--- src/rtl/tsw_pkg.sv ---
// Shared types and packet field helpers for the buffered BFT T-switch.
package tsw_pkg;

    typedef enum logic [1:0] {
        PORT_L = 2'd0,
        PORT_R = 2'd1,
        PORT_U = 2'd2
    } port_e;

    function automatic int valid_pos(input int a, input int p);
        return a + p;
    endfunction

    function automatic int addr_hi(input int a, input int p);
        return a + p - 1;
    endfunction

    function automatic int addr_lo(input int p);
        return p;
    endfunction

    function automatic int payload_hi(input int p);
        return p - 1;
    endfunction

    // The two sources that may feed a given output, in reset-priority order.
    function automatic port_e cand0(input port_e d);
        return (d == PORT_L) ? PORT_R : PORT_L;
    endfunction

    function automatic port_e cand1(input port_e d);
        return (d == PORT_U) ? PORT_R : PORT_U;
    endfunction

endpackage

--- src/rtl/tsw_in_fifo.sv ---
// Per-port input FIFO; wr_rdy is a registered !full, held low during reset.
module tsw_in_fifo #(
    parameter int depth = 2,
    parameter int width = 12
) (
    input  logic             clk,
    input  logic             reset,
    input  logic [width-1:0] wr_data,
    input  logic             wr_vld,
    output logic             wr_rdy,
    output logic [width-1:0] rd_data,
    output logic             rd_vld,
    input  logic             rd_pop
);

    localparam int AW = $clog2(depth);
    localparam logic [AW:0] ONE = (AW+1)'(1);

    logic [width-1:0] mem [depth];
    logic [AW:0] wr_ptr, rd_ptr;
    logic [AW:0] wr_nxt, rd_nxt;
    logic        empty;
    logic        push, pop;

    always_comb begin
        push   = wr_vld && wr_rdy;
        pop    = rd_pop && !empty;
        wr_nxt = push ? wr_ptr + ONE : wr_ptr;
        rd_nxt = pop ? rd_ptr + ONE : rd_ptr;
    end

    // Full when pointers differ only in the wrap bit.
    always_ff @(posedge clk) begin
        if (reset) begin
            wr_ptr <= '0;
            rd_ptr <= '0;
            empty  <= 1'b1;
            wr_rdy <= 1'b0;
        end else begin
            wr_ptr <= wr_nxt;
            rd_ptr <= rd_nxt;
            empty  <= (wr_nxt == rd_nxt);
            wr_rdy <= !((wr_nxt[AW] != rd_nxt[AW]) &&
                        (wr_nxt[AW-1:0] == rd_nxt[AW-1:0]));
        end
    end

    always_ff @(posedge clk) begin
        if (push) begin
            mem[wr_ptr[AW-1:0]] <= wr_data;
        end
    end

    assign rd_data = mem[rd_ptr[AW-1:0]];
    assign rd_vld  = !empty;

endmodule

--- src/rtl/t_switch_rr.sv ---
// Buffered BFT T-switch: input FIFOs, per-output 2:1 round-robin, route drop.
// Define TSW_PERF_CNT_EN to add per-output transfer counters.
import tsw_pkg::*;

module t_switch_rr #(
    parameter int num_leaves = 8,
    parameter int payload_sz = 8,
    parameter int this_level = 0,
    parameter int this_addr  = 0,
    parameter int fifo_depth = 2,
    parameter int p_sz       = 1 + $clog2(num_leaves) + payload_sz
) (
    input  logic            clk,
    input  logic            reset,
    input  logic [p_sz-1:0] l_bus_i,
    input  logic [p_sz-1:0] r_bus_i,
    input  logic [p_sz-1:0] u_bus_i,
    output logic            l_rdy_o,
    output logic            r_rdy_o,
    output logic            u_rdy_o,
    output logic [p_sz-1:0] l_bus_o,
    output logic [p_sz-1:0] r_bus_o,
    output logic [p_sz-1:0] u_bus_o,
    input  logic            l_rdy_i,
    input  logic            r_rdy_i,
    input  logic            u_rdy_i,
`ifdef TSW_PERF_CNT_EN
    output logic [31:0]     l_cnt_o,
    output logic [31:0]     r_cnt_o,
    output logic [31:0]     u_cnt_o,
`endif
    output logic            err_o
);

    localparam int A       = $clog2(num_leaves);
    localparam int VB      = valid_pos(A, payload_sz);
    localparam int ADDR_HI = addr_hi(A, payload_sz);
    localparam int ADDR_LO = addr_lo(payload_sz);
    localparam int SHIFT   = A - this_level;
    localparam int DIR     = (this_level < A) ? A - 1 - this_level : 0;

    logic [p_sz-1:0] bus_in [3];
    logic [p_sz-1:0] head   [3];
    logic [p_sz-1:0] out_q  [3];
    port_e           dest   [3];
    logic [2:0]      head_vld, rdy_out, rdy_in;
    logic [2:0]      pop, drop, gnt0, gnt1, ptr;
    logic            req0, req1, free;

    function automatic port_e route(input logic [A-1:0] a);
        logic match;
        match = (this_level == 0) || ((a >> SHIFT) == A'(this_addr));
        if (!match) return PORT_U;
        return a[DIR] ? PORT_R : PORT_L;
    endfunction

    assign bus_in[PORT_L] = l_bus_i;
    assign bus_in[PORT_R] = r_bus_i;
    assign bus_in[PORT_U] = u_bus_i;
    assign rdy_in = {u_rdy_i, r_rdy_i, l_rdy_i};

    for (genvar i = 0; i < 3; i++) begin : g_fifo
        tsw_in_fifo #(
            .depth(fifo_depth),
            .width(p_sz)
        ) u_fifo (
            .clk    (clk),
            .reset  (reset),
            .wr_data(bus_in[i]),
            .wr_vld (bus_in[i][VB]),
            .wr_rdy (rdy_out[i]),
            .rd_data(head[i]),
            .rd_vld (head_vld[i]),
            .rd_pop (pop[i])
        );
    end

    always_comb begin
        pop  = '0;
        drop = '0;
        gnt0 = '0;
        gnt1 = '0;
        req0 = 1'b0;
        req1 = 1'b0;
        free = 1'b0;
        for (int s = 0; s < 3; s++) begin
            dest[s] = route(head[s][ADDR_HI:ADDR_LO]);
            drop[s] = head_vld[s] && (dest[s] == port_e'(s));
        end
        // A slot being drained this cycle can be refilled in the same cycle.
        for (int d = 0; d < 3; d++) begin
            req0 = head_vld[cand0(port_e'(d))] &&
                   (dest[cand0(port_e'(d))] == port_e'(d));
            req1 = head_vld[cand1(port_e'(d))] &&
                   (dest[cand1(port_e'(d))] == port_e'(d));
            free = !out_q[d][VB] || rdy_in[d];
            gnt0[d] = free && req0 && (!ptr[d] || !req1);
            gnt1[d] = free && req1 && (ptr[d] || !req0);
            if (gnt0[d]) pop[cand0(port_e'(d))] = 1'b1;
            if (gnt1[d]) pop[cand1(port_e'(d))] = 1'b1;
        end
        pop = pop | drop;
    end

    always_ff @(posedge clk) begin
        if (reset) begin
            for (int d = 0; d < 3; d++) out_q[d] <= '0;
            ptr   <= '0;
            err_o <= 1'b0;
        end else begin
            err_o <= |drop;
            for (int d = 0; d < 3; d++) begin
                unique case (1'b1)
                    gnt0[d]: begin
                        out_q[d] <= head[cand0(port_e'(d))];
                        ptr[d]   <= 1'b1;
                    end
                    gnt1[d]: begin
                        out_q[d] <= head[cand1(port_e'(d))];
                        ptr[d]   <= 1'b0;
                    end
                    default: begin
                        if (out_q[d][VB] && rdy_in[d]) out_q[d] <= '0;
                    end
                endcase
            end
        end
    end

    assign l_bus_o = out_q[PORT_L];
    assign r_bus_o = out_q[PORT_R];
    assign u_bus_o = out_q[PORT_U];
    assign l_rdy_o = rdy_out[PORT_L];
    assign r_rdy_o = rdy_out[PORT_R];
    assign u_rdy_o = rdy_out[PORT_U];

`ifdef TSW_PERF_CNT_EN
    logic [31:0] cnt_q [3];

    always_ff @(posedge clk) begin
        if (reset) begin
            for (int d = 0; d < 3; d++) cnt_q[d] <= '0;
        end else begin
            for (int d = 0; d < 3; d++) begin
                if (out_q[d][VB] && rdy_in[d]) cnt_q[d] <= cnt_q[d] + 32'd1;
            end
        end
    end

    assign l_cnt_o = cnt_q[PORT_L];
    assign r_cnt_o = cnt_q[PORT_R];
    assign u_cnt_o = cnt_q[PORT_U];
`endif

endmodule
--- config.mk ---
export PLATFORM = sky130hd
export DESIGN_NAME = t_switch_rr
export DESIGN_NICKNAME = d
export VERILOG_FILES = /design/src/rtl/tsw_pkg.sv /design/src/rtl/tsw_in_fifo.sv /design/src/rtl/t_switch_rr.sv
export SDC_FILE = /design/constraint.sdc
export NUM_CORES = 1
export LEC_CHECK = 0
export ABC_CLOCK_PERIOD_IN_PS = 2600
export CORE_AREA = 5 5 109 111
export DETAILED_ROUTE_END_ITERATION = 6
export DIE_AREA = 0 0 114 116
export GPL_TIMING_DRIVEN = 1
export PLACE_DENSITY_LB_ADDON = 0.15
export SYNTH_ARGS = -nofsm -noshare
export SYNTH_HDL_FRONTEND = slang
export SYNTH_HIERARCHICAL = 1
export SYNTH_SLANG_ARGS = --single-unit
--- constraint.sdc ---
create_clock -name clk -period 2.6 [get_ports clk]
set_input_delay 0.52 -clock clk [delete_from_list [all_inputs] [get_ports clk]]
set_output_delay 0.52 -clock clk [all_outputs]
set_load 0.05 [all_outputs]
==> results of run 1 <==
-- where the power goes --
group	total (W)	internal [W]	switching [W]
combinational	0.00118	0.000435	0.000745
clock	0.00250	0.00166	0.000843
sequential	0.00230	0.00224	0.0000648
total	0.00598	0.00433	0.00165
-- Yosys cell counts, types with 5 or more instances --
library cell and count:
buf_4 14, buf_6 7, dfxtp_1 21, edfxtp_1 96, inv_1 8, mux2_2 34, mux2i_1 28, nand2_1 10
nor2_1 30, nor2_2 9, nor2b_1 5, o21ai_0 5, or2_2 5, xnor2_1 9, xor2_1 6
-- worst min path at each step --
stage,start,endpoint,slack [ns],depth (start not counted)
finish,ptr[1]$_SDFFE_PP0P_,ptr[1]$_SDFFE_PP0P_,0.51,2
global route,g_fifo[0].u_fifo/rd_ptr[1]$_SDFF_PP0_,g_fifo[0].u_fifo/rd_ptr[1]$_SDFF_PP0_,0.56,2
CTS,ptr[1]$_SDFFE_PP0P_,ptr[1]$_SDFFE_PP0P_,0.50,2
detailed placement,ptr[1]$_SDFFE_PP0P_,ptr[1]$_SDFFE_PP0P_,0.50,2
global placement,ptr[0]$_SDFFE_PP0P_,ptr[0]$_SDFFE_PP0P_,0.48,2
floorplan,ptr[1]$_SDFFE_PP0P_,ptr[1]$_SDFFE_PP0P_,0.46,2
-- state kept, by name (all words and copies together) (netlist names) --
name,flops
g_fifo.u_fifo/wr_rdy,3
g_fifo.u_fifo/mem,72
ptr,2
err_o,1
g_fifo.u_fifo/rd_ptr,6
out_q,24
g_fifo.u_fifo/empty,3
g_fifo.u_fifo/wr_ptr,6
-- cells by family after synthesis --
group	Yosys count
AOI/OAI and AO/OA	25
and+or+nand+nor	79
adders and majority gates	3
buffers and inverters	37
xor gates and xnor gates	18
DFF	117
other	1
muxes	64
-- per-stage QoR --
step	power [W]	hold slack, ns
2_1_floorplan	0.00317	0.461
4_1_cts	0.00604	0.505
5_1_grt	0.00623	0.561
3_5_place_dp	0.00353	0.498
6_report	0.00598	0.506
3_3_place_gp	0.00351	0.482
-- layer usage --
metal | share of wire, % | global-route usage, % | wire, um
met5 | 0 | 0 | 0
met4 | 0.90 | 6.02 | 85
met2 | 46 | 22.9 | 4360
met3 | 5.5 | 5.43 | 516
met1 | 47 | 20.9 | 4440
-- cell type report --
class	instances	area [sq um]	share of cell area (%)
clock buffers	17	414	6.40
repair buffers	79	761	11.8
flip-flops and latches	117	3300	51.0
inverters	8	30.0	0.464
clock inverters	15	228	3.52
multi-input cells	201	1560	24.1
well taps	140	175	2.71
-- cell usage in the layout (no fill, tap or decap), types with 4 or more instances in the layout --
| cell type | instances |
|---|---|
| nand2_1 | 10 |
| nor2_1 | 30 |
| buf_4 | 12 |
| mux2i_1 | 28 |
| clkdlybuf4s50_1 | 67 |
| nor2_2 | 9 |
| clkinvlp_4 | 4 |
| xnor2_1 | 9 |
| nor3_1 | 4 |
| mux2_2 | 34 |
| a21oi_1 | 4 |
| dfxtp_1 | 21 |
| xor2_1 | 6 |
| clkbuf_16 | 16 |
| or2_2 | 5 |
| a211oi_1 | 4 |
| bufinv_16 | 5 |
| conb_1 | 12 |
| inv_1 | 8 |
| edfxtp_1 | 96 |
| nor2b_1 | 5 |
==> metrics.yaml, run 1 <==
hpwl_mm: 6.39
required_ns: 2.08
grt_max_degree: 25
cts_buffers: 17
h-tree-depth: 4
die_w_um: 114
final_cells: 577
io_buffers: 67
dpl-instance-area_sq_um: 5830
rr_endpoint: "g_fifo[2].u_fifo/empty$_SDFF_PP1_"
setup_tns_ns: 0
design_area_sq_um: 6470
reg2reg_depth: 7
cp.arrival_ns: 1.74
finalSetupViolCount: 0
syn_to_final_growth_pct: 27.6
synth-adder-area-share_pct: 0.740
rows: 38
synth_area_per_cell_sq_um: 14.7
drt-vias-per-instance: 4.95
overflow: 0
timing.final.ws_setup_ns: 0.335
cap_viol_max_count: 0
io_pins: 81
min_period_over_period_pct: 87.1
clockBufferDepth: 2
drt_first_iter_violations: 146
crit_path_start_kind: "flip-flop"
grt_setup_unrepaired: "false"
hold_buffers: 0
worstPathCellList: "clkdlybuf4s50_1"
reg2reg_slack_ns: 0.44
fin_crit_ns: 2.26
r2r_start: "g_fifo[2].u_fifo/rd_ptr[0]$_SDFF_PP0_"
yosys_warnings: 6
synthArstFlopShare_pct: 0
slowest_stage: "clkdlybuf4s50_1"
dr_total_vias: 2855
root_buffer: "clkbuf_8"
power_density_nw_per_um2: 925
drt_pass1_iterations: 4
antenna_found_initial: 0
dp.cells: 545
critPathMaxFanout: 4
cts_tree: "done"
ant_nets: 0
pre_cts_slack_ns: 0.210
synth_edf_count: 96
wl_mm: 9.39
clock_skew_ns: 0.00801
synth-seq-cells: 117
synth.top_cell.area_share_pct: 56.8
cts_setup_buffers: 0
clk_pin_slew_ns: 0.05
worstSetupPathDepth: 1
synth-compound-area-share_pct: 3.45
fill_cells: 845
tightest_slew_ns: 0.550
clk_latency_ns: 0.51
core_region_area_sq_um: 10700
critPathCaptureType: "output pin"
synth_mux_area_share_pct: 13.5
synthDistinctLibCells: 44
detail_route.wl_per_cell_um: 16.3
fp.dieH_um: 116
startpoint: "out_q[0][11]$_SDFFCE_PP0P_"
synth_xor_area_share_pct: 3.55
gp_congestion: 0.846
synth.area.top_cells: "edfxtp_1 (57%), dfxtp_1 (8.3%), mux2_2 (7.5%), mux2i_1 (5.5%), nor2_1 (2.2%)"
status: "complete, no violations"
final_layout_size_suffix_gt1_share_pct: 23.6
synth_ff_type: "edfxtp_1"
leakagePower_nw: 2.29
start_util_pct: 47.4
grt_pass1_vias: 2822
hold_viol: 0
finalMaxSlewViolations: 0
slowest_delay_ns: 0.83
die_area_sq_um: 13200
worst-path-buf-inv: 1
yosysTopAreaCell: "edfxtp_1"
peakVddDrop_mv: 0.417
drcViolationCount: 0
cts-resized-gates: 0
synth_top_family_by_area: "multiplexers"
cts.sinks: 117
utilization_pct: 60.5
fmax_mhz: 442
syn_area_sq_um: 5070
maxSlewHeadroom_pct: 63.4
grt_first_pass_wirelength_mm: 15.1
path_class: "flip-flop to output pin"
critical_path.top_delay_family: "buffers and inverters"
synthCells: 344
seq_area_frac_synth_pct: 65.1
crit_end: "l_bus_o[11]"
grt_use_total_pct: 15.4
diodes: 0
hold_class: "flip-flop to flip-flop"
nets: 468
synth_simple_gate_area_share_pct: 8.63
Power figures use the tool's default switching activity.
==> run 2: changes to the inputs <==
Settings changed: CTS_BUF_LIST set to sky130_fd_sc_hd__clkbuf_16.
==> run 2 against run 1 <==
- fmax grew 4.4%
- non-clock buffer count is the same
- clock-buffer cell count is the same
- sequential share of layout area shrank 0.089 points
- combinational power is essentially flat
- clock power grew 2%
- clock skew shrank 0.0014 ns
- routed wire length shrank 0.49%
- total power grew 0.80%
- register-to-register slack is essentially flat
- die area is the same
- critical path depth is the same
- critical path type unchanged
- largest cell class unchanged
==> metrics.yaml, run 2 (synthesis gave the netlist of run 1 again) <==
antenna_found_initial: 0  # unchanged
final_cell_mix: "edfxtp_1 (96), clkdlybuf4s50_1 (67), mux2_2 (34)"  # unchanged
p_int_w: 0.00438  # was 0.00433 W
power_density_nw_per_um2: 930  # was 925 nW/um^2
path_class: "flip-flop to output pin"  # unchanged
clkPwrFrac_pct: 42.3  # was 41.8%
cts_tree: "done"  # unchanged
cts_buffers: 17  # unchanged
nets: 468  # unchanged
final_common_cell: "edfxtp_1"  # unchanged
finalMaxSlewViolations: 0  # unchanged
syn_to_final_growth_pct: 27.8  # was 27.6%
dpl-instance-area_sq_um: 5830  # unchanged
cap_viol_max_count: 0  # unchanged
fin_crit_ns: 2.17  # was 2.26 ns
io_buffers: 67  # unchanged
grt_first_pass_wirelength_mm: 15.1  # unchanged
clk_latency_ns: 0.40  # was 0.51 ns
crit_path_start_kind: "flip-flop"  # unchanged
clockBufferDepth: 2  # unchanged
required_ns: 2.08  # about the same
p_sw_w: 0.00165  # about the same
grt_use_total_pct: 15.4  # unchanged
maxSlewHeadroom_pct: 63.4  # unchanged
hold_buffers: 0  # unchanged
cts.sinks: 117  # unchanged
drcViolationCount: 0  # unchanged
root_buffer: "clkbuf_16"  # was clkbuf_8
final_layout_size_suffix_gt1_share_pct: 23.6  # unchanged
core_region_area_sq_um: 10700  # unchanged
cts-resized-gates: 0  # unchanged
worstPathCellList: "clkdlybuf4s50_1"  # unchanged
tightest_slew_ns: 0.550  # unchanged
grt_setup_unrepaired: "false"  # unchanged
grt_max_degree: 25  # unchanged
leakagePower_nw: 2.30  # was 2.29 nW
die_area_sq_um: 13200  # unchanged
grt_pass1_vias: 2822  # unchanged
dr_total_vias: 2846  # was 2,855
p_sw_share_pct: 27.4  # was 27.6%
hold_class: "flip-flop to flip-flop"  # unchanged
overflow: 0  # unchanged
peakVddDrop_mv: 0.418  # was 0.417 mV
largest_register_ffs: 72  # unchanged
drt_first_iter_violations: 142  # was 146
fmax_mhz: 461  # was 442 MHz
clock_skew_ns: 0.00658  # was 0.00801 ns
hold_viol: 0  # unchanged
io_pins: 81  # unchanged
diodes: 0  # unchanged
finalSetupViolCount: 0  # unchanged
hpwl_mm: 6.39  # unchanged
worst-path-buf-inv: 1  # unchanged
rows: 38  # unchanged
start_util_pct: 47.4  # unchanged
setup_tns_ns: 0  # unchanged
ant_nets: 0  # unchanged
die_w_um: 114  # unchanged
drt-vias-per-instance: 4.93  # was 4.95
critical_path.top_delay_family: "buffers and inverters"  # unchanged
h-tree-depth: 4  # unchanged
status: "complete, no violations"  # unchanged
slowest_stage: "clkdlybuf4s50_1"  # unchanged
drt_pass1_iterations: 4  # unchanged
cts_setup_buffers: 0  # unchanged
detail_route.wl_per_cell_um: 16.2  # was 16.3 um
power_frac_comb_pct: 19.6  # was 19.7%
cp.arrival_ns: 1.65  # was 1.74 ns
gp_congestion: 0.846  # unchanged
clk_pin_slew_ns: 0.05  # about the same
fp.dieH_um: 116  # unchanged
min_period_over_period_pct: 83.4  # was 87.1%
wl_mm: 9.35  # was 9.39 mm
critPathCaptureType: "output pin"  # unchanged
slowest_delay_ns: 0.83  # about the same
design_area_sq_um: 6480  # was 6470 sq um
p_seq_share_pct: 38.2  # was 38.5%
critPathMaxFanout: 4  # unchanged
==> run 2: cell counts in the layout (fill, tap and decap cells not counted) <==
Identical to the previous run, type by type.
==> run 2: area by class of cell <==
type	count	area [sq um]
Clock buffer	17	425
Clock inverter	15	228
Fill cell	838	4210
Inverter	8	30.0
Multi-Input combinational cell	201	1560
Sequential cell	117	3300
Tap cell	140	175
Timing Repair Buffer	79	761
==> run 2: power groups by stage <==
stage | registers, W | clock network (W) | logic, W
global route | 0.00232 | 0.00270 | 0.00126
detailed placement | 0.00234 | 0 | 0.00119
finish | 0.00230 | 0.00255 | 0.00118
global placement | 0.00234 | 0 | 0.00117
CTS | 0.00231 | 0.00259 | 0.00119
floorplan | 0.00268 | 0 | 0.000484
==> run 2: layer usage <==
layer / share of wire, % / vias up / GRT usage, %
li1: - / 1394 / -
met1: 47 / 1357 / 20.9
met2: 46 / 85 / 22.9
met3: 5.5 / 10 / 5.43
met4: 1.1 / 0 / 6.02
met5: 0 / - / 0
==> run 2: path summary, 6_finish.rpt <==
| check | startpoint | end | cells past startpoint | slack (ns) |
|---|---|---|---|---|
| setup / recovery | out_q[0][23]$_SDFFCE_PP0P_ | r_bus_o[11] | 1 | 0.43 |
| hold / removal | ptr[1]$_SDFFE_PP0P_ | ptr[1]$_SDFFE_PP0P_ | 2 | 0.50 |
| setup reg to reg | g_fifo[2].u_fifo/rd_ptr[0]$_SDFF_PP0_ | g_fifo[2].u_fifo/empty$_SDFF_PP1_ | 7 | 0.44 |
| hold reg to reg | ptr[1]$_SDFFE_PP0P_ | ptr[1]$_SDFFE_PP0P_ | 2 | 0.50 |
==> run 2: per-stage QoR <==
stage	cells	setup WS (ns)	total power, W	hold WS (ns)	utilization [%]
global placement	545	0.226	0.00351	0.482	54.5
CTS	577	0.404	0.00609	0.504	60.6
global route	577	0.238	0.00628	0.560	60.6
detailed placement	545	0.210	0.00353	0.498	54.5
floorplan	355	0.0163	0.00317	0.461	-
finish	577	0.431	0.00603	0.504	60.6
==> run 3: changes to the inputs <==
Settings changed: ABC_CLOCK_PERIOD_IN_PS 2600 to 2100, CORE_AREA 5 5 109 111 to 5 5 104 106, DIE_AREA 0 0 114 116 to 0 0 109 111.
Clock period 2.6 ns to 2.1 ns, I/O delays scaled along.
==> run 3 against run 2 <==
- clock power is 3% lower
- sequential share of layout area is 0.22 points lower
- cell count increased by 1.2%
- critical path type unchanged
- highest routed layer unchanged
==> metrics.yaml, run 3 (synthesis gave the netlist of run 1 again) <==
status: "complete, no violations"  # unchanged
hold_viol: 0  # unchanged
core_region_area_sq_um: 9680  # was 10,700 sq um
clk_latency_ns: 0.40  # about the same
detail_route.wl_per_cell_um: 17.2  # was 16.2 um
start_util_pct: 52.4  # was 47.4%
design_area_sq_um: 6510  # was 6480 sq um
final_cell_mix: "edfxtp_1 (96), clkdlybuf4s50_1 (66), mux2_2 (31)"  # was edfxtp_1 (96), clkdlybuf4s50_1 (67), mux2_2 (34)
diodes: 0  # unchanged
io_buffers: 67  # unchanged
p_sw_w: 0.00194  # was 0.00165 W
hold_class: "flip-flop to flip-flop"  # unchanged
cts.sinks: 117  # unchanged
critical_path.top_delay_family: "buffers and inverters"  # unchanged
grt_setup_unrepaired: "false"  # unchanged
cts_tree: "done"  # unchanged
antenna_found_initial: 0  # unchanged
dpl-instance-area_sq_um: 6000  # was 5830 sq um
p_seq_share_pct: 41.5  # was 38.2%
critPathMaxFanout: 4  # unchanged
die_area_sq_um: 12100  # was 13,200 sq um
wl_mm: 10.0  # was 9.35 mm
dr_total_vias: 2953  # was 2,846
syn_to_final_growth_pct: 28.4  # was 27.8%
clockBufferDepth: 2  # unchanged
rows: 36  # was 38
crit_path_start_kind: "flip-flop"  # unchanged
critPathCaptureType: "output pin"  # unchanged
final_cells: 584  # was 577
drt_first_iter_violations: 79  # was 142
nets: 482  # was 468
grt_pass1_vias: 2996  # was 2,822
p_int_w: 0.00493  # was 0.00438 W
wl_met2_mm: 5.14  # was 4.33 mm
worstPathCellList: "clkdlybuf4s50_1"  # unchanged
clock_skew_ns: 0.00840  # was 0.00658 ns
reg2reg_slack_ns: 0.12  # was 0.44 ns
path_class: "flip-flop to output pin"  # unchanged
utilization_pct: 67.3  # was 60.6%
met1_length_mm: 4.24  # was 4.41 mm
fmax_mhz: 491
hold-worst-slack_ns: 0.518  # was 0.504 ns
slowest_stage: "clkdlybuf4s50_1"  # unchanged
clk_pin_slew_ns: 0.05  # about the same
leakagePower_nw: 2.40  # was 2.30 nW
cp.arrival_ns: 1.62  # was 1.65 ns
overflow: 0  # unchanged
drcViolationCount: 0  # unchanged
worst-path-buf-inv: 1  # unchanged
slowest_delay_ns: 0.83  # about the same
cap_viol_max_count: 0  # unchanged
hold_buffers: 0  # unchanged
topRoutingLayerUsed: "met4"  # unchanged
cts_setup_buffers: 0  # unchanged
finalSetupViolCount: 0  # unchanged
gp_congestion: 0.759  # was 0.846
pre_cts_slack_ns: -0.122  # was 0.210 ns
final_layout_size_suffix_gt1_share_pct: 24.6  # was 23.6%
min_period_over_period_pct: 97.1
power_frac_comb_pct: 22.6  # was 19.6%
grt_use_total_pct: 17.4  # was 15.4%
timing.final.ws_setup_ns: 0.0617  # was 0.431 ns
power_density_nw_per_um2: 1050  # was 930 nW/um^2
dp.cells: 552  # was 545
finalMaxSlewViolations: 0  # unchanged
grt_first_pass_wirelength_mm: 15.5  # was 15.1 mm
hpwl_mm: 6.98  # was 6.39 mm
grt_max_degree: 18  # was 25
tightest_slew_ns: 0.518  # was 0.550 ns
p_sw_share_pct: 28.2  # was 27.4%
io_pins: 81  # unchanged
drt-vias-per-instance: 5.06  # was 4.93
largest_register_ffs: 72  # unchanged
maxSlewHeadroom_pct: 65.4  # was 63.4%
final_common_cell: "edfxtp_1"  # unchanged
die_w_um: 109  # was 114 um
required_ns: 1.68  # was 2.08 ns
peakVddDrop_mv: 0.784  # was 0.418 mV
root_buffer: "clkbuf_16"  # unchanged
drt_pass1_iterations: 4  # unchanged
clkPwrFrac_pct: 35.9  # was 42.3%
fp.dieH_um: 111  # was 116 um
ant_nets: 0  # unchanged
cts_buffers: 17  # unchanged
wl_met3_um: 550  # was 513 um
fin_crit_ns: 2.04
h-tree-depth: 4  # unchanged
run 3: area by class of cell:
class	instances	area (sq um)
well taps	133	166
repair buffers	93	906
clock inverters	15	87.6
inverters	8	30.0
flip-flops and latches	117	3300
multi-input cells	201	1590
fillers	726	3170
clock buffers	17	425
run 3: stage by stage:
step	power [W]	TNS (ns)
floorplan	0.00395	-0.834
global placement	0.00442	-0.210
detailed placement	0.00445	-0.292
CTS	0.00693	0
global route	0.00714	0
finish	0.00686	0
run 3: repair_timing:
item,4_1_cts,5_1_grt
hold endpoints to repair,0,0
endpoints found under the setup margin,0,1
resized for setup,0,1
run 3: worst paths after layout:
| check | startpoint | endpoint | depth (start not counted) |
|---|---|---|---|
| max | out_q[0][23]$_SDFFCE_PP0P_ | r_bus_o[11] | 1 |
| min | ptr[0]$_SDFFE_PP0P_ | ptr[0]$_SDFFE_PP0P_ | 2 |
| max reg2reg | g_fifo[2].u_fifo/rd_ptr[0]$_SDFF_PP0_ | g_fifo[1].u_fifo/empty$_SDFF_PP1_ | 8 |
| min reg2reg | ptr[0]$_SDFFE_PP0P_ | ptr[0]$_SDFFE_PP0P_ | 2 |
run 3: power by group through the flow:
stage	logic (W)	registers, W	clock network (W)
2_1_floorplan	0.000623	0.00332	0
3_3_place_gp	0.00153	0.00289	0
3_5_place_dp	0.00156	0.00290	0
4_1_cts	0.00157	0.00285	0.00252
5_1_grt	0.00164	0.00287	0.00264
6_report	0.00155	0.00285	0.00247
run 3: layer usage:
layer | global-route usage [%] | vias up
li1 | - | 1412
met1 | 21.0 | 1448
met2 | 28.5 | 85
met3 | 6.00 | 8
met4 | 6.73 | 0
met5 | 0 | -
